[config.mk]
export PLATFORM = sky130hd
export DESIGN_NAME = fib_seq
export DESIGN_NICKNAME = d
export VERILOG_FILES = /design/src/rtl/fib_stream_checker_seq.sv
export SDC_FILE = /design/constraint.sdc
export NUM_CORES = 1
export LEC_CHECK = 0
export CORE_MARGIN = 2
export CORE_UTILIZATION = 41
export CTS_CLUSTER_SIZE = 8
export DETAILED_ROUTE_END_ITERATION = 10
export PLACE_DENSITY = 0.71
export SETUP_SLACK_MARGIN = 0.2
export SYNTH_ARGS = -nofsm -noshare
export SYNTH_HDL_FRONTEND = slang
export SYNTH_SLANG_ARGS = --single-unit
[constraint.sdc]
create_clock -name clk -period 1.8 [get_ports clk]
set_clock_uncertainty 0.15 [all_clocks]
set_input_delay 0.36 -clock clk [delete_from_list [all_inputs] [get_ports clk]]
set_output_delay 0.36 -clock clk [all_outputs]
set_load 0.01 [all_outputs]
[src/rtl/fib_stream_checker_seq.sv]
// fib_seq: Fibonacci term generator, one step per adv.
//   clk, rst : clock, async active-high reset (terms cleared to 0)
//   load     : restart at (fa, fb) = (F0, F1) = (0, 1)
//   adv      : step (fa, fb) <- (fb, fa + fb)
//   fa, fb   : current and next term, W+1 bits
// fb may wrap on the final step past the caller's bound; only fa is compared
// after that, and fa is always the previous fb, which never wraps.
module fib_seq #(parameter int W = 4) (
  input  logic       clk,
  input  logic       rst,
  input  logic       load,
  input  logic       adv,
  output logic [W:0] fa,
  output logic [W:0] fb
);
  logic [W:0] fa_q, fb_q;

  always_ff @(posedge clk or posedge rst) begin
    if (rst) begin
      fa_q <= '0;
      fb_q <= '0;
    end else if (load) begin
      fa_q <= '0;
      fb_q <= (W+1)'(1);
    end else if (adv) begin
      fa_q <= fb_q;
      fb_q <= fa_q + fb_q;
    end
  end

  assign fa = fa_q;
  assign fb = fb_q;
endmodule

==> flow_summary.toml, run 1 <==
[die]
core_area_mm2 = 0.00130
die_x_um = 41.3
ios = 14
num_rows = 13
die-area_mm2 = 0.00170
dieHeight_um = 41.3
initial_core_util = 0.438

[sta]
relSlewSlack = 0.744
worst_pin_slew_ns = 0.384
finalSetupViolCount = 2
slew_viol_final = 0
timing.final.ws_setup_ns = -0.215
hold_viol_final = 0
clock.fmax_ghz = 0.496
rsz0062_at_grt = "true"
hold_slack_ns = 0.228
period_minus_slack_ns = 2.02
period_share = 1.12

[setup_path]
cp_num_buf_inv = 1
start_kind = "register"
cp_top_family = "multiplexers"
cp_slowest_cell = "dfrtp_1"
cp.arrival_ns = 2.02
crit_path_max_incr_delay_ns = 0.35
cp_max_fo = 2
path_cells = "ha_2 > inv_2 > fa_2 > nand2b_4 > a21oi_2 > mux2i_1 > mux2_2"
r2r-end = "fb[4]"
rrSetupSlack_ns = -0.22
r2r_start = "fb[0]"
ff2ff_path_depth = 7
critPathKind = "register to register"
crit_required_ns = 1.80
crit_path_end_kind = "register"

[synth]
synth_flop_cell = "dfrtp_1"
synthesis.nets = 63
synth_top_family_by_area = "simple AND/OR/NAND/NOR gates"
synthCells = 54
syn_area_um2 = 569
synth_edf_count = 0
synth-seq-area-share = 0.440
synthAdderAreaFrac = 0.123
synthMuxAreaShare = 0.143
ys_types = 21
ys_async_sr_fraction = 1.00
synth_seq_cells = 10
synth_simple_gate_area_frac = 0.149
synth_compound_area_frac = 0.0813
synth.avg_cell_area_um2 = 10.5
yosys_warnings = 0
yosys.area_share.xor_xnor = 0.0154

[placed_design]
portBuffers = 13
placed_cell_area_um2 = 782
dp_slack_ns = -0.198
dp_hpwl_um = 831
gp_congestion = 0.695

[finish]
fin_util = 0.654
nets = 91
layout-drive-gt1-share = 0.309
multi_input_area_um2 = 317
seq_area_um2 = 250
n_antenna_cell = 0
stdcell_area_um2 = 851
area_growth_pct = 49.5
fill_cells = 124

[global_routing]
grtUsageTotal = 0.174
grt_pass1_vias = 449
antenna_found_initial = 0
grt_pass1_wl_um = 1920
grt.overflow.total = 0
grt_max_degree = 13

[detailed_routing]
wl_per_cell_um = 12.5
drtIter0Drc = 2
routed_wl_um = 1200
ant_nets = 0
drc = 0
vias_per_cell = 5.03
vias = 483
drtPass1Iterations = 2

[job]
cap_violations = 0

[clock_tree]
cts_buffers = 3
clk_latency_ns = 0.26
cts.clk_slew.worst_paths_ns = 0.07
cts_max_level = 1
cts-root-buf = "clkbuf_4"
clock_sinks = 10
clockBufferDepth = 2
hold_buffers = 0
cts_tree = "built"

[pwr]
total_power_w = 0.000558
p_leak_nw = 0.446
ir_drop_mv = 0.400
pwr_density_cell_mw_per_mm2 = 656

[outcome]
violations = "setup timing"
outcome = "complete, but fails checks"

[hold_path]
hold_class = "input port to async pin"
worst reg2reg max path: stages (launching register included):
cell	delay [ns]
dfrtp_1	0.35
ha_2	0.19
inv_2	0.04
fa_2	0.34
nand2b_4	0.15
a21oi_2	0.14
mux2i_1	0.20
mux2_2	0.35
cells in the mapped netlist (2+ instances only):
cell type / number / area [um2]
ha_1: 4 / 50.1
nor2_1: 10 / 37.5
nand2b_1: 2 / 12.5
nor2b_1: 2 / 12.5
mux2i_1: 7 / 70.1
dfrtp_1: 10 / 250
inv_1: 5 / 18.8
area by class of cell:
type | instances | area share
timing repair buffer | 25 | 0.247
clock buffer | 4 | 0.0426
multi-input combinational | 37 | 0.372
sequential | 10 | 0.294
tap | 15 | 0.0221
inverter | 5 | 0.0221
per-layer routing:
metal | GRT usage | wire, um | vias to the layer above
met1 | 0.222 | 550 | 234
li1 | - | - | 239
met3 | 0.0326 | 42 | 2
met4 | 0.0726 | 12 | 0
met2 | 0.285 | 595 | 8
met5 | 0 | 0 | -
layout by cell type, fill, tap and decap left out, drive strengths merged:
cell,instances
dfrtp,10
nand4b,1
dlygate4sd2,6
fa,1
a21oi,2
a21o,1
or4b,1
nand2b,2
clkdlybuf4s15,2
a211oi,1
mux2i,7
a211o,1
clkbuf,5
nor2b,2
nor2,10
xnor2,1
nand2,1
clkdlybuf4s50,3
ha,4
o311ai,1
inv,5
mux2,1
buf,13
logic make-up after synthesis:
| family | count (synthesis) |
|---|---|
| simple gates | 17 |
| flops | 10 |
| mux | 8 |
| buf+inv | 7 |
| compound gates | 6 |
| fa+ha+maj | 5 |
| xor+xnor | 1 |
timing repair:
action,in CTS,in global routing
setup endpoints to repair,13,6
pin swaps,2,2
setup buffers,2,1
resized for setup,17,5
through the flow:
| stage | instances | setup TNS [ns] |
|---|---|---|
| finish | 96 | -0.284 |
| global route | 96 | -0.412 |
| CTS | 95 | -0.195 |
| detailed placement | 89 | -0.198 |
| global placement | 89 | -0.191 |
| floorplan | 54 | -0.250 |
worst max path at each step:
stage / from / cells after the start / end
5_1_grt: fa[0] / 7 / fb[4]
3_5_place_dp: fa[0] / 7 / fb[4]
2_1_floorplan: fb[0] / 7 / fb[4]
3_3_place_gp: fb[0] / 7 / fb[4]
4_1_cts: fa[0] / 7 / fb[4]
6_report: fb[0] / 7 / fb[4]
flip-flops by register name (all words and copies together) (netlist names):
register	count
fa	5
fb	5
power breakdown:
| part | total [W] | leakage [nW] | internal (W) | switching, W |
|---|---|---|---|---|
| sequential | 0.000239 | 0.133 | 0.000233 | 0.00000580 |
| clock | 0.000204 | 0.0210 | 0.000123 | 0.0000815 |
| combinational | 0.000115 | 0.292 | 0.0000628 | 0.0000523 |
| total | 0.000558 | 0.446 | 0.000419 | 0.000140 |
(Power assumes the default switching activity.)
==> run 2: changes to the inputs <==
--- a/config.mk
+++ b/config.mk
@@ -11,6 +11,7 @@
 export DETAILED_ROUTE_END_ITERATION = 10
 export PLACE_DENSITY = 0.71
 export SETUP_SLACK_MARGIN = 0.2
+export SLEW_MARGIN = 25
 export SYNTH_ARGS = -nofsm -noshare
 export SYNTH_HDL_FRONTEND = slang
 export SYNTH_SLANG_ARGS = --single-unit
==> results of run 2 <==
No change in the layout: final DEF, timing and power equal those of run 1.
